File: config.mk
export PLATFORM = sky130hd
export DESIGN_NAME = btpipe_block_arbiter_flat
export DESIGN_NICKNAME = d
export VERILOG_FILES = /design/src/rtl/btpipe_block_arbiter_if.sv /design/src/rtl/btpipe_block_arbiter.sv /design/src/flat_wrapper.sv
export SDC_FILE = /design/constraint.sdc
export NUM_CORES = 1
export LEC_CHECK = 0
export ABC_AREA = 0
export BUFFER_PORTS_ARGS = -buffer_cell sky130_fd_sc_hd__buf_2
export CAP_MARGIN = 20
export CORE_UTILIZATION = 35
export DETAILED_ROUTE_END_ITERATION = 8
export GPL_ROUTABILITY_DRIVEN = 0
export PLACE_DENSITY = 0.82
export SYNTH_ARGS = -nofsm -noshare
export SYNTH_HDL_FRONTEND = slang
export SYNTH_SLANG_ARGS = --single-unit
File: constraint.sdc
create_clock -name ti_clk -period 2 [get_ports ti_clk]
set_clock_uncertainty 0.15 [all_clocks]
set_input_delay 0.2 -clock ti_clk [delete_from_list [all_inputs] [get_ports ti_clk]]
set_output_delay 0.2 -clock ti_clk [all_outputs]
set_load 0.05 [all_outputs]
File: src/rtl/btpipe_block_arbiter_if.sv
// Block-throttled pipe-out endpoint handshake shared between the host endpoint
// (master) and the channel arbiter (slave).
interface btpipe_block_arbiter_if;
    logic        ep_read;
    logic        ep_blockstrobe;
    logic        ep_ready;
    logic [15:0] ep_datain;

    modport master (
        output ep_read,
        output ep_blockstrobe,
        input  ep_ready,
        input  ep_datain
    );

    modport slave (
        input  ep_read,
        input  ep_blockstrobe,
        output ep_ready,
        output ep_datain
    );
endinterface

File: src/rtl/btpipe_block_arbiter.sv
// Round-robin arbiter granting whole host blocks of one pipe-out endpoint to
// N_CH FWFT producer FIFOs; flags host protocol violations in a sticky bit.
module btpipe_block_arbiter #(
    parameter int N_CH        = 4,
    parameter int BLOCK_WORDS = 256,
    parameter int LVL_W       = 16,
    parameter int GNT_W       = 2
) (
    input  logic                    ti_clk,
    input  logic                    rst_n,
    btpipe_block_arbiter_if.slave   ep,
    input  logic [N_CH-1:0]         ch_enable,
    input  logic [N_CH*LVL_W-1:0]   ch_level,
    input  logic [N_CH*16-1:0]      ch_data,
    output logic [N_CH-1:0]         ch_rd,
    output logic [GNT_W-1:0]        grant,
    output logic                    busy,
    output logic                    proto_err,
    input  logic                    err_clr
);

    localparam int CNT_W = (BLOCK_WORDS > 2) ? $clog2(BLOCK_WORDS) : 1;
    localparam int CMP_W = ((LVL_W > 32) ? LVL_W : 32) + 1;
    localparam logic [CMP_W-1:0] BLOCK_THRESH = CMP_W'(BLOCK_WORDS);
    localparam logic [CNT_W-1:0] LAST_WORD    = CNT_W'(BLOCK_WORDS - 1);

    typedef enum logic [1:0] {
        IDLE  = 2'd0,
        ARMED = 2'd1,
        XFER  = 2'd2
    } state_e;

    state_e             state_q;
    logic [GNT_W-1:0]   grant_q;
    logic [GNT_W-1:0]   rrPtr_q;
    logic [CNT_W-1:0]   wordCnt_q;
    logic               epReady_q;
    logic               busy_q;
    logic               protoErr_q;

    logic [N_CH-1:0]    eligible;
    logic               pickValid_d;
    logic [GNT_W-1:0]   pickIdx_d;
    logic               newErr_d;
    logic               protoErr_d;

    // Level compare is done zero-extended so any LVL_W works against BLOCK_WORDS.
    always_comb begin
        eligible = '0;
        for (int i = 0; i < N_CH; i++) begin
            eligible[i] = ch_enable[i] &&
                ({{(CMP_W-LVL_W){1'b0}}, ch_level[i*LVL_W +: LVL_W]} >= BLOCK_THRESH);
        end
    end

    always_comb begin
        pickValid_d = 1'b0;
        pickIdx_d   = '0;
        for (int k = 1; k <= N_CH; k++) begin
            if (!pickValid_d && eligible[(int'(rrPtr_q) + k) % N_CH]) begin
                pickValid_d = 1'b1;
                pickIdx_d   = GNT_W'((int'(rrPtr_q) + k) % N_CH);
            end
        end
    end

    always_comb begin
        newErr_d   = ((state_q != XFER)  && ep.ep_read) ||
                     ((state_q != ARMED) && ep.ep_blockstrobe);
        protoErr_d = (protoErr_q && !err_clr) || newErr_d;
    end

    always_ff @(posedge ti_clk or negedge rst_n) begin
        if (!rst_n) begin
            state_q    <= IDLE;
            grant_q    <= '0;
            rrPtr_q    <= GNT_W'(N_CH - 1);
            wordCnt_q  <= '0;
            epReady_q  <= 1'b0;
            busy_q     <= 1'b0;
            protoErr_q <= 1'b0;
        end else begin
            protoErr_q <= protoErr_d;
            case (state_q)
                IDLE: begin
                    if (pickValid_d) begin
                        grant_q   <= pickIdx_d;
                        epReady_q <= 1'b1;
                        busy_q    <= 1'b1;
                        state_q   <= ARMED;
                    end
                end
                ARMED: begin
                    // A block start wins over the granted channel losing eligibility.
                    if (ep.ep_blockstrobe) begin
                        epReady_q <= 1'b0;
                        wordCnt_q <= '0;
                        state_q   <= XFER;
                    end else if (!eligible[grant_q]) begin
                        epReady_q <= 1'b0;
                        busy_q    <= 1'b0;
                        state_q   <= IDLE;
                    end
                end
                XFER: begin
                    if (ep.ep_read) begin
                        if (wordCnt_q == LAST_WORD) begin
                            rrPtr_q   <= grant_q;
                            wordCnt_q <= '0;
                            busy_q    <= 1'b0;
                            state_q   <= IDLE;
                        end else begin
                            wordCnt_q <= wordCnt_q + 1'b1;
                        end
                    end
                end
                default: begin
                    epReady_q <= 1'b0;
                    busy_q    <= 1'b0;
                    state_q   <= IDLE;
                end
            endcase
        end
    end

    always_comb begin
        ch_rd = '0;
        if ((state_q == XFER) && ep.ep_read) begin
            ch_rd[grant_q] = 1'b1;
        end
    end

    assign ep.ep_ready  = epReady_q;
    assign ep.ep_datain = ch_data[32'(grant_q) * 16 +: 16];
    assign grant        = grant_q;
    assign busy         = busy_q;
    assign proto_err    = protoErr_q;

endmodule

File: src/flat_wrapper.sv
// flat-port wrapper written by rule: the top's interface ports become plain ports
module btpipe_block_arbiter_flat 
#(
    parameter int N_CH        = 4,
    parameter int BLOCK_WORDS = 256,
    parameter int LVL_W       = 16,
    parameter int GNT_W       = 2
)
  (ti_clk, rst_n, ch_enable, ch_level, ch_data, ch_rd, grant, busy, proto_err, err_clr, ep_ep_read, ep_ep_blockstrobe, ep_ep_ready, ep_ep_datain);
  btpipe_block_arbiter_if ep_i ();
  input  logic ti_clk;
  input  logic rst_n;
  input  logic [N_CH-1:0] ch_enable;
  input  logic [N_CH*LVL_W-1:0] ch_level;
  input  logic [N_CH*16-1:0] ch_data;
  output logic [N_CH-1:0] ch_rd;
  output logic [GNT_W-1:0] grant;
  output logic busy;
  output logic proto_err;
  input  logic err_clr;
  input wire logic [$bits(ep_i.ep_read)-1:0] ep_ep_read;
  input wire logic [$bits(ep_i.ep_blockstrobe)-1:0] ep_ep_blockstrobe;
  output wire logic [$bits(ep_i.ep_ready)-1:0] ep_ep_ready;
  output wire logic [$bits(ep_i.ep_datain)-1:0] ep_ep_datain;
  assign ep_i.ep_read = ep_ep_read;
  assign ep_i.ep_blockstrobe = ep_ep_blockstrobe;
  assign ep_ep_ready = ep_i.ep_ready;
  assign ep_ep_datain = ep_i.ep_datain;
  btpipe_block_arbiter #(.N_CH(N_CH), .BLOCK_WORDS(BLOCK_WORDS), .LVL_W(LVL_W), .GNT_W(GNT_W)) u_core (.ti_clk(ti_clk), .rst_n(rst_n), .ep(ep_i), .ch_enable(ch_enable), .ch_level(ch_level), .ch_data(ch_data), .ch_rd(ch_rd), .grant(grant), .busy(busy), .proto_err(proto_err), .err_clr(err_clr));
endmodule
After elaboration in Yosys (flattened, before gate mapping)

Index checks and enable logic that the tools add are counted.

Word-level logic and storage cells: 113
Bits in registers: 17

Eq/ne operators: 12
Reductions and logical operators: 30
Magnitude comparators: 10
Mux-type cells: 43
Bitwise operators: 5
Add/subtract/negate cells: 5
Shift-type cells: 1

Operator list:

| cell                | number |
|---|---|
| $ge 16x9->1 const B | 4 |
| $shiftx 64x7->16    | 1 |
| $mux 8              | 3 |
| $mux 1              | 20 |
| $mux 2              | 9 |
| $lt 3x4->1 const B  | 4 |
| $pmux 8 s2          | 1 |
| $logic_and 1x1->1   | 12 |
| $bmux 1 s2          | 5 |
| $ne 2x2->1 const B  | 5 |
| $reduce_and 3->1    | 3 |
| $add 8x1->8 const B | 1 |
| $eq 8x8->1 const B  | 1 |
| $reduce_or 2->1     | 4 |
| $ne 2x1->1 const B  | 3 |
| $pmux 1 s3          | 2 |
| $pmux 2 s3          | 1 |
| $reduce_and 5->1    | 1 |
| $add 2x1->2 const B | 2 |
| $add 2x2->2 const B | 2 |
| $and 1x1->1 const A | 4 |
| $logic_not 1->1     | 4 |
| $mux 4              | 1 |
| $reduce_and 4->1    | 1 |
| other kinds (11)    | 12 |

Logic depth before layout (Yosys ltp)

Gate-level depths: netlist (run 1).

Depth after elaboration: 18
Gate-level depth with buffers: 6
Gate-level depth less buffers: 6

Worst setup path after synthesis (run 1)

No wires, ideal clock.

Kind: register to output
From: reg u_core.grant_q[0], in the netlist u_core.grant[0]
To: out ch_rd[1]
Arrival time: 2.346 ns
Setup slack: -0.696 ns
Buffers on the path: 2
Stages on the path, launching flop included: 4
Path through: dfrtp_1 -> clkbuf_1 -> buf_2 -> nor3b_1

Word-level cells in the longest chain between the ends: 5
Elaborated cells between the ends (all ways): 6
Those cells by class: order compare: 2; mux: 3; reduce/logical: 1

RTL lines:

| element                                                        | RTL line                    | source |
|---|---|---|
| from (decl)                                                    | btpipe_block_arbiter.sv:34  | `logic [GNT_W-1:0] grant_q;` |
| from (signal assigned)                                         | btpipe_block_arbiter.sv:87  | `grant_q <= pickIdx_d;` |
| $lt 2x3->1 (not written as such) or $ge 2x1->1 (tied branches) | btpipe_block_arbiter.sv:129 | `ch_rd[grant_q] = 1'b1;` |
| $logic_and 1x1->1 (not written as such)                        | btpipe_block_arbiter.sv:129 |  |
| $mux 1 (not written as such)                                   | btpipe_block_arbiter.sv:129 |  |
| $demux 1 s2 (*)                                                | -                           |  |
| $mux 4 (*)                                                     | btpipe_block_arbiter.sv:128 | `if ((state_q == XFER) && ep.ep_read) begin` |
| to (decl)                                                      | flat_wrapper.sv:16          | `output logic [N_CH-1:0] ch_rd;` |

Mark *: on every way between the ends. The rest lies on a longest branch, timed or not.

Worst setup path after layout (run 1)

From: reg u_core.grant_q[0], in the netlist u_core.grant[0]
To: out ep_ep_datain[10]

Word-level cells in the longest chain between the ends: 1

RTL lines:

| element          | RTL line                    | source |
|---|---|---|
| $shiftx 64x7->16 | btpipe_block_arbiter.sv:134 | `assign ep.ep_datain = ch_data[32'(grant_q) * 16 +: 16];` |
| to (decl)        | flat_wrapper.sv:24          | `output wire logic [$bits(ep_i.ep_datain)-1:0] ep_ep_datain;` |

No other way between the ends.

==> results.toml, run 1 <==
[synthesis]
synth_cell_type_count = 42
avgSynthCellArea_um2 = 10.8
synth_top_area_share_pct = 25.7
synth_xor_area_share_pct = 4.11
syn-cell-area_mm2 = 0.00149
synth_area_leaders = "mux4_2 (26%), dfrtp_1 (25%), dfstp_2 (3.5%), nand2_1 (3.0%), nor2_1 (3.0%)"
synth_fa_ha_area_share_pct = 0.840
synth_nets = 276
yosysWarnings = 0
yosysTopAreaCell = "mux4_2"
yosys.area_share.simple_pct = 19.6
synth-seq-area-share_pct = 28.7
synth_compound_area_share_pct = 16.5
synth_top_family_by_area = "multiplexers"
synth-seq-cells = 17
yosys-mux-area-fraction_pct = 27.2
synth_cells = 138

[critical_path]
required_ns = 1.65
worst-setup-path-type = "reg -> out"
worstSetupEndpointType = "output port"
crit_arrival_ns = 1.59
reg2regPathDepth = 4
setup.worst_path.start_class = "flip-flop"
path_max_fanout = 13

[global_route]
grt_pass1_vias = 1743
grt_max_degree = 18
antenna_found_initial = 0
grt_pass1_wl_um = 7500
grt-ovfl-total = 0
grt_usage_pct = 22.3

[power]
p_total_mw = 3.00
power.density_mw_per_mm2 = 1260
ir_worst_vdd_mv = 0.990
p_leak_nw = 1.14

[clock_network]
clkLatencyLatePin_ns = 0.26
path_clk_slew_ns = 0.07
clk_path_buf_depth = 2
post_cts_resized = 0
cts_max_level = 1
cts.sinks = 17
cts-root-buf = "clkbuf_8"
cts_inserted_buffers = 3
cts_tree = "built"

[final_layout]
fin_cells = 331
diodes = 0
layout_common_cells = "buf_2 (129), mux4_2 (17), dfrtp_1 (14)"
drive_above_1_share_pct = 64.4
layout_commonest_cell = "buf_2"
areaGrowthSynthToFinish_pct = 59.2
final_net_count = 420
design_area_mm2 = 0.00237
fillers = 369
utilization_pct = 58.5

[timing]
post-route-period-util_pct = 97.1
drv_slew = 0
fin_crit_ns = 1.94
rsz0062_at_grt = "false"
finalHoldViolations = 0
fmax_mhz = 515
slew_headroom_pct = 74.4
setup_violations = 0
hold_ws_ns = 0.0856
tightest_slew_ns = 0.383
worst_slack_ns = 0.0575
setup_tns_ns = 0

[placement]
dp_cells = 324
numPortBuffers = 129
pre_cts_slack_ns = -0.0498
place_area_mm2 = 0.00230
dp_hpwl_um = 4320

[die]
dieArea_mm2 = 0.00452
start_util_pct = 36.7
core_area_mm2 = 0.00406
fp.dieW_um = 67.3
die_height_um = 67.3
io-pin-count = 162
rows = 23

[route]
drt-total-wl_um = 5130
drtAntennaViolNets = 0
drt-initial-drc-count = 26
wire_per_inst_um = 15.5
remaining_drc_errors = 0
via_count = 1733
via_per_inst = 5.24
dr.pass1.iters = 4

[hold_path]
min_path_type = "in -> reg"
whs_path_depth = 3

[flow_run]
maxCapViolCount = 0

[status]
status = "complete, no violations"
[sequential cells by signal, summed over array words and instances, names as in the netlist]
register,count
u_core.grant,2
u_core.busy,1
u_core.wordCnt_q,8
u_core.ep.ep_ready,1
u_core.state_q,2
u_core.proto_err,1
u_core.rrPtr_q,2
[metal layers]
metal	vias to the layer above	wire length, um	global-route usage (%)
li1	834	-	-
met1	795	1750	21.4
met2	84	2770	44.1
met3	20	379	3.38
met4	0	234	12.8
met5	-	0	0
[Yosys cell counts, drive strengths merged]
cell type,n
nand3,6
and4,1
xor2,3
inv,6
nor2,12
a31o,1
o41ai,1
and3,1
nand3b,2
dfstp,2
dfrtp,15
ha,1
o311ai,1
or2,2
nand2,12
buf,3
nand2b,1
nor4,2
clkbuf,2
mux4,17
o21ai,8
a211oi,4
nor3b,3
xnor2,4
o21a,4
o211ai,1
a21oi,4
o22ai,3
nor3,1
nand4,1
or4,8
o32ai,2
a21boi,1
mux2,2
o31ai,1
[critical path: stages (launching register included)]
cell and delay (ns):
dfrtp_2 0.39, buf_12 0.16, mux4_2 0.54, buf_2 0.23
[worst paths after layout]
| kind | startpoint | slack [ns] | end |
|---|---|---|---|
| worst max-delay path | u_core.grant[0]$_DFFE_PN0P_ | 0.06 | ep_ep_datain[10] |
| worst min register to register | u_core.proto_err$_DFF_PN0_ | 0.39 | u_core.proto_err$_DFF_PN0_ |
| max in group asynchronous | rst_n | 1.16 | u_core.rrPtr_q[1]$_DFFE_PN1P_ |
| worst min-delay path | ep_ep_blockstrobe | 0.09 | u_core.proto_err$_DFF_PN0_ |
| min in group asynchronous | rst_n | 0.23 | u_core.wordCnt_q[1]$_DFFE_PN0P_ |
| worst max register to register | u_core.grant[0]$_DFFE_PN0P_ | 0.15 | u_core.ep.ep_ready$_DFFE_PN0P_ |
[where the power goes]
group	leakage [nW]	internal [mW]	switching (mW)	total, mW
clock network	0.0217	0.140	0.122	0.262
logic	0.904	0.803	1.41	2.21
registers	0.212	0.437	0.0870	0.524
[cell families (layout without fill, tap and decap cells)]
kind of cell               count (synthesis)  in the layout
AOI/OAI and AO/OA                         31             31
xor gates and xnor gates                   7              7
adders and majority gates                  1              1
buffers and inverters                     11            154
DFF                                       17             17
muxes                                     19             19
and+or+nand+nor                           52             52
[layout make-up]
type | count | area, um^2 | share of cell area, %
Clock buffer | 3 | 41.3 | 1.74
Inverter | 6 | 22.5 | 0.949
Tap cell | 50 | 62.6 | 2.64
Sequential cell | 17 | 429 | 18.1
Clock inverter | 1 | 7.51 | 0.316
Timing Repair Buffer | 144 | 776 | 32.7
Multi-Input combinational cell | 110 | 1030 | 43.6
[what timing repair did]
action                     CTS  global route
hold buffers                 2             0
hold endpoints to repair    16             0
setup endpoints to repair   13             0
buffers inserted             1             0
(Power assumes the default switching activity.)
==> run 2, diff against run 1 <==
--- a/config.mk
+++ b/config.mk
@@ -8,6 +8,7 @@
 export ABC_AREA = 0
 export BUFFER_PORTS_ARGS = -buffer_cell sky130_fd_sc_hd__buf_2
 export CAP_MARGIN = 20
+export CORE_MARGIN = 1.5
 export CORE_UTILIZATION = 35
 export DETAILED_ROUTE_END_ITERATION = 8
 export GPL_ROUTABILITY_DRIVEN = 0
==> run 2 against run 1 <==
Against the previous run: wire length grew 0.20%; sequential share of layout area grew 0.18 points; sequential cell count is the same; non-clock buffer count shrank 4; worst hold slack gained 0.018 ns; register-to-register slack gained 0.03 ns; clock power shrank 2%; combinational power shrank 2%; setup slack gained 0.00056 ns; first-iteration DRC count grew 50%; critical endpoint is now ep_ep_datain[3].
==> results.toml, run 2 (synthesis results as in run 1) <==
[die]
io-pin-count = 162
core_area_mm2 = 0.00406
dieArea_mm2 = 0.00466
start_util_pct = 36.7
rows = 23
fp.dieW_um = 68.3
die_height_um = 68.3

[critical_path]
required_ns = 1.65
reg2regPathDepth = 4
crit_arrival_ns = 1.59
cp_slowest_cell = "mux4_2"
path_max_fanout = 16
rrSetupSlack_ns = 0.18
cp_cell_sequence = "buf_12 > mux4_2 > buf_2"
max_stage_delay_ns = 0.52
worst-setup-path-type = "reg -> out"
r2r_start = "u_core.grant[0]$_DFFE_PN0P_"
rr_endpoint = "u_core.ep.ep_ready$_DFFE_PN0P_"
setup.worst_path.start_class = "flip-flop"
worstSetupEndpointType = "output port"

[final_layout]
top_register = "u_core.wordCnt_q"
drive_above_1_share_pct = 63.5
final_net_count = 416
layout_common_cells = "buf_2 (125), mux4_2 (17), dfrtp_1 (14)"
utilization_pct = 57.9
layout_commonest_cell = "buf_2"
areaGrowthSynthToFinish_pct = 57.6
diodes = 0
largest_reg_flops = 8
fillers = 389

[timing]
slew_headroom_pct = 73.2
finalHoldViolations = 0
fin_crit_ns = 1.94
drv_slew = 0
setup_tns_ns = 0
setup_violations = 0
tightest_slew_ns = 0.400
fmax_mhz = 515
rsz0062_at_grt = "false"
post-route-period-util_pct = 97.1

[route]
drtAntennaViolNets = 0
via_per_inst = 5.30
drt-total-wl_um = 5140
remaining_drc_errors = 0
wire_per_inst_um = 15.7
drt-initial-drc-count = 39
via_count = 1734
dr.pass1.iters = 4

[hold_path]
hold_end = "u_core.proto_err$_DFF_PN0_"
worstHoldStart = "ep_ep_blockstrobe"
min_path_type = "in -> reg"
whs_path_depth = 3

[power]
p_total_mw = 2.96
swShare_pct = 54.2
p_seq_share_pct = 18.0
p_leak_nw = 1.12
switchingPower_mw = 1.61
power.density_mw_per_mm2 = 1260
p_comb_share_pct = 73.3
power.internal_mw = 1.35
ir_worst_vdd_mv = 0.863
clkPwrFrac_pct = 8.7

[global_route]
grt_pass1_wl_um = 7660
grt_max_degree = 18
antenna_found_initial = 0
grt-ovfl-total = 0
grt_pass1_vias = 1715
grt_usage_pct = 22.4

[clock_network]
path_clk_slew_ns = 0.07
cts.sinks = 17
cts_tree = "built"
cts_max_level = 1
cts-root-buf = "clkbuf_8"
clk_path_buf_depth = 2
clkLatencyLatePin_ns = 0.25
cts_inserted_buffers = 3

[status]
status = "complete, no violations"

[flow_run]
maxCapViolCount = 0

[placement]
numPortBuffers = 129
dp_hpwl_um = 4210
## run 2: changes by cell type in the layout (fill, tap and decap cells not counted), sizes merged
cell and change:
buf -6, clkbuf +3, clkinvlp -1
## run 2: power by group through the flow
stage / Sequential (mW) / Clock (mW) / Combinational (mW)
floorplan: 0.674 / 0 / 1.47
global placement: 0.559 / 0 / 2.10
detailed placement: 0.564 / 0 / 2.11
CTS: 0.532 / 0.263 / 2.16
global route: 0.549 / 0.280 / 2.32
finish: 0.534 / 0.257 / 2.17
## run 2: layout make-up
cell class                      count  area, um^2  share of cell area (%)
Timing Repair Buffer              140         756                    32.2
Multi-Input combinational cell    110        1030                    44.0
Inverter                            6        22.5                   0.959
Clock buffer                        4        45.0                    1.92
Sequential cell                    17         429                    18.3
Tap cell                           50        62.6                    2.66
## run 2: how the worst max path moves through the flow
| stage | from | endpoint | slack (ns) |
|---|---|---|---|
| after global placement | ch_level[63] | u_core.grant[0]$_DFFE_PN0P_ | -0.004 |
| after detailed placement | ch_level[63] | u_core.grant[0]$_DFFE_PN0P_ | -0.04 |
| after floorplan | u_core.grant[1]$_DFFE_PN0P_ | ch_rd[2] | -0.12 |
| after global routing | u_core.grant[0]$_DFFE_PN0P_ | ep_ep_datain[0] | 0.008 |
| after CTS | u_core.grant[0]$_DFFE_PN0P_ | ep_ep_datain[3] | 0.05 |
| final | u_core.grant[0]$_DFFE_PN0P_ | ep_ep_datain[3] | 0.06 |
## run 2: repair_timing
action | CTS | global route
hold buffers | 2 | 0
cloned | 0 | 0
hold endpoints to repair | 16 | 0
setup buffers | 1 | 0
setup endpoints to repair | 16 | 4
gates resized for setup | 0 | 6
## run 2: per-layer routing
layer  routed length (um)  GRT usage, %  up-vias  share of wire (%)
met1                 1720          23.0      817                 33
met4                  205          12.0        0                4.0
met5                    0             0        -                  0
met3                  459          3.78       15                8.9
li1                     -             -      826                  -
met2                 2760          42.7       76                 54
## run 2: worst max-delay path: cells and delay by family (launching register included)
kind / cells / cell delay (ns)
multiplexers: 1 / 0.52
buffers and inverters: 2 / 0.42
flip-flops: 1 / 0.40
## run 2: per-stage QoR
| step | worst slack (ns) | cell area, um^2 | instances | hold slack (ns) |
|---|---|---|---|---|
| CTS | 0.0513 | 2340 | 327 | 0.0962 |
| finish | 0.0581 | 2350 | 327 | 0.104 |
| floorplan | -0.121 | 1510 | 138 | -0.246 |
| detailed placement | -0.0362 | 2270 | 320 | -0.00729 |
| global placement | -0.00407 | 2270 | 320 | -0.0103 |
| global route | 0.00823 | 2350 | 327 | 0.124 |
==> run 3, diff against run 2 <==
--- a/config.mk
+++ b/config.mk
@@ -7,12 +7,14 @@
 export LEC_CHECK = 0
 export ABC_AREA = 0
 export BUFFER_PORTS_ARGS = -buffer_cell sky130_fd_sc_hd__buf_2
-export CAP_MARGIN = 20
+export CAP_MARGIN = 30
 export CORE_MARGIN = 1.5
 export CORE_UTILIZATION = 35
 export DETAILED_ROUTE_END_ITERATION = 8
 export GPL_ROUTABILITY_DRIVEN = 0
 export PLACE_DENSITY = 0.82
+export RECOVER_POWER = 25
+export SLEW_MARGIN = 20
 export SYNTH_ARGS = -nofsm -noshare
 export SYNTH_HDL_FRONTEND = slang
 export SYNTH_SLANG_ARGS = --single-unit
==> run 3 against run 2 <==
Against the previous run: cell count unchanged; clock-buffer cell count did not move; maximum frequency is the same; first-iteration DRC count unchanged; register-to-register slack barely moved; critical path depth stayed put; non-clock buffer count is the same; combinational power is essentially flat; die area stayed put; largest power group unchanged.
==> results.toml, run 3 (synthesis results as in run 1) <==
[final_layout]
drive_above_1_share_pct = 63.2
final_net_count = 416
layout_commonest_cell = "buf_2"
diodes = 0
areaGrowthSynthToFinish_pct = 57.5
fillers = 390
final-seq-area_um2 = 429
top_register = "u_core.wordCnt_q"
design_area_mm2 = 0.00235
largest_reg_flops = 8
multiInputGateArea_mm2 = 0.00103
layout_common_cells = "buf_2 (124), mux4_2 (17), dfrtp_1 (14)"

[timing]
fmax_mhz = 515
finalHoldViolations = 0
slew_headroom_pct = 37.8
setup_violations = 0
fin_crit_ns = 1.94
drv_slew = 0
tightest_slew_ns = 0.933
post-route-period-util_pct = 97.1
rsz0062_at_grt = "false"
setup_tns_ns = 0

[placement]
place_area_mm2 = 0.00227
numPortBuffers = 129
dp_hpwl_um = 4210

[flow_run]
maxCapViolCount = 0

[critical_path]
reg2regPathDepth = 4
rr_endpoint = "u_core.ep.ep_ready$_DFFE_PN0P_"
path_max_fanout = 16
r2r_start = "u_core.grant[0]$_DFFE_PN0P_"
crit_arrival_ns = 1.59
worst-setup-path-type = "reg -> out"
setup.worst_path.start_class = "flip-flop"
rrSetupSlack_ns = 0.18
required_ns = 1.65
worstSetupEndpointType = "output port"

[hold_path]
whs_path_depth = 3
hold_end = "u_core.proto_err$_DFF_PN0_"
min_path_type = "in -> reg"
worstHoldStart = "ep_ep_blockstrobe"

[power]
ir_worst_vdd_mv = 0.863
power.density_mw_per_mm2 = 1260
swShare_pct = 54.3
clkPwrFrac_pct = 8.7
p_leak_nw = 1.12
p_comb_share_pct = 73.3
power.internal_mw = 1.35
p_seq_share_pct = 18.0
switchingPower_mw = 1.61

[route]
via_per_inst = 5.30
drt-total-wl_um = 5140
wire_per_inst_um = 15.7
remaining_drc_errors = 0
dr.pass1.iters = 4
drt-initial-drc-count = 39
via_count = 1734
drtAntennaViolNets = 0

[global_route]
grt_pass1_wl_um = 7660
grt_usage_pct = 22.4
antenna_found_initial = 0
grt_max_degree = 18
grt_pass1_vias = 1715
grt-ovfl-total = 0

[clock_network]
path_clk_slew_ns = 0.07
cts-root-buf = "clkbuf_8"
clk_path_buf_depth = 2
cts.sinks = 17
cts_max_level = 1
clkLatencyLatePin_ns = 0.25
cts_inserted_buffers = 3
cts_tree = "built"

[die]
fp.dieW_um = 68.3
io-pin-count = 162
dieArea_mm2 = 0.00466
start_util_pct = 36.7
core_area_mm2 = 0.00406
die_height_um = 68.3
rows = 23

[status]
status = "complete, no violations"
## run 3: cell types whose count changed in the layout (fill, tap and decap cells not counted), sizes merged
cell	change
buf	-1
clkbuf	+1
## run 3: what timing repair did
item | 4_1_cts | 5_1_grt
setup endpoints to repair | 16 | 4
gates cloned | 0 | 0
setup buffers | 1 | 0
endpoints found under the hold margin | 16 | 0
gates resized for setup | 0 | 6
hold buffers | 2 | 0
## run 3: layout make-up
| class | count | area share [%] |
|---|---|---|
| clock buffers | 4 | 1.92 |
| multi-input cells | 110 | 44.0 |
| flip-flops and latches | 17 | 18.3 |
| inverters | 6 | 0.959 |
| well taps | 50 | 2.67 |
| repair buffers | 140 | 32.1 |
## run 3: worst max path at each step
stage                                     start                           to
floorplan           u_core.grant[1]$_DFFE_PN0P_                     ch_rd[2]
global placement                   ch_level[63]  u_core.grant[0]$_DFFE_PN0P_
detailed placement                 ch_level[63]  u_core.grant[0]$_DFFE_PN0P_
CTS                 u_core.grant[0]$_DFFE_PN0P_              ep_ep_datain[3]
global route        u_core.grant[0]$_DFFE_PN0P_              ep_ep_datain[0]
finish              u_core.grant[0]$_DFFE_PN0P_              ep_ep_datain[3]
## run 3: layer usage
| metal | part of all wire (%) | up-vias | track usage [%] |
|---|---|---|---|
| met5 | 0 | - | 0 |
| met4 | 4.0 | 0 | 12.0 |
| met3 | 8.9 | 15 | 3.78 |
| met2 | 54 | 76 | 42.7 |
| met1 | 33 | 817 | 23.0 |
| li1 | - | 826 | - |
## run 3: per-stage QoR
stage               hold slack (ns)  total power [mW]  setup slack [ns]  utilization [%]  instances
floorplan                    -0.246              2.14            -0.121                -        138
global placement            -0.0103              2.66          -0.00407             55.8        320
detailed placement         -0.00729              2.67           -0.0362             55.8        320
CTS                          0.0962              2.96            0.0513             57.6        327
global route                  0.124              3.15           0.00823             57.8        327
finish                        0.104              2.96            0.0581             57.8        327
## run 3: worst max-delay path, stage by stage, from the launching register on
cell and delay [ns]:
dfrtp_2 0.40, buf_12 0.18, mux4_2 0.52, buf_2 0.24
## run 3: power by group through the flow
stage	Clock [mW]	Sequential (mW)	Combinational, mW
global route	0.280	0.549	2.32
global placement	0	0.559	2.10
detailed placement	0	0.564	2.11
floorplan	0	0.674	1.47
CTS	0.263	0.532	2.16
finish	0.257	0.534	2.17
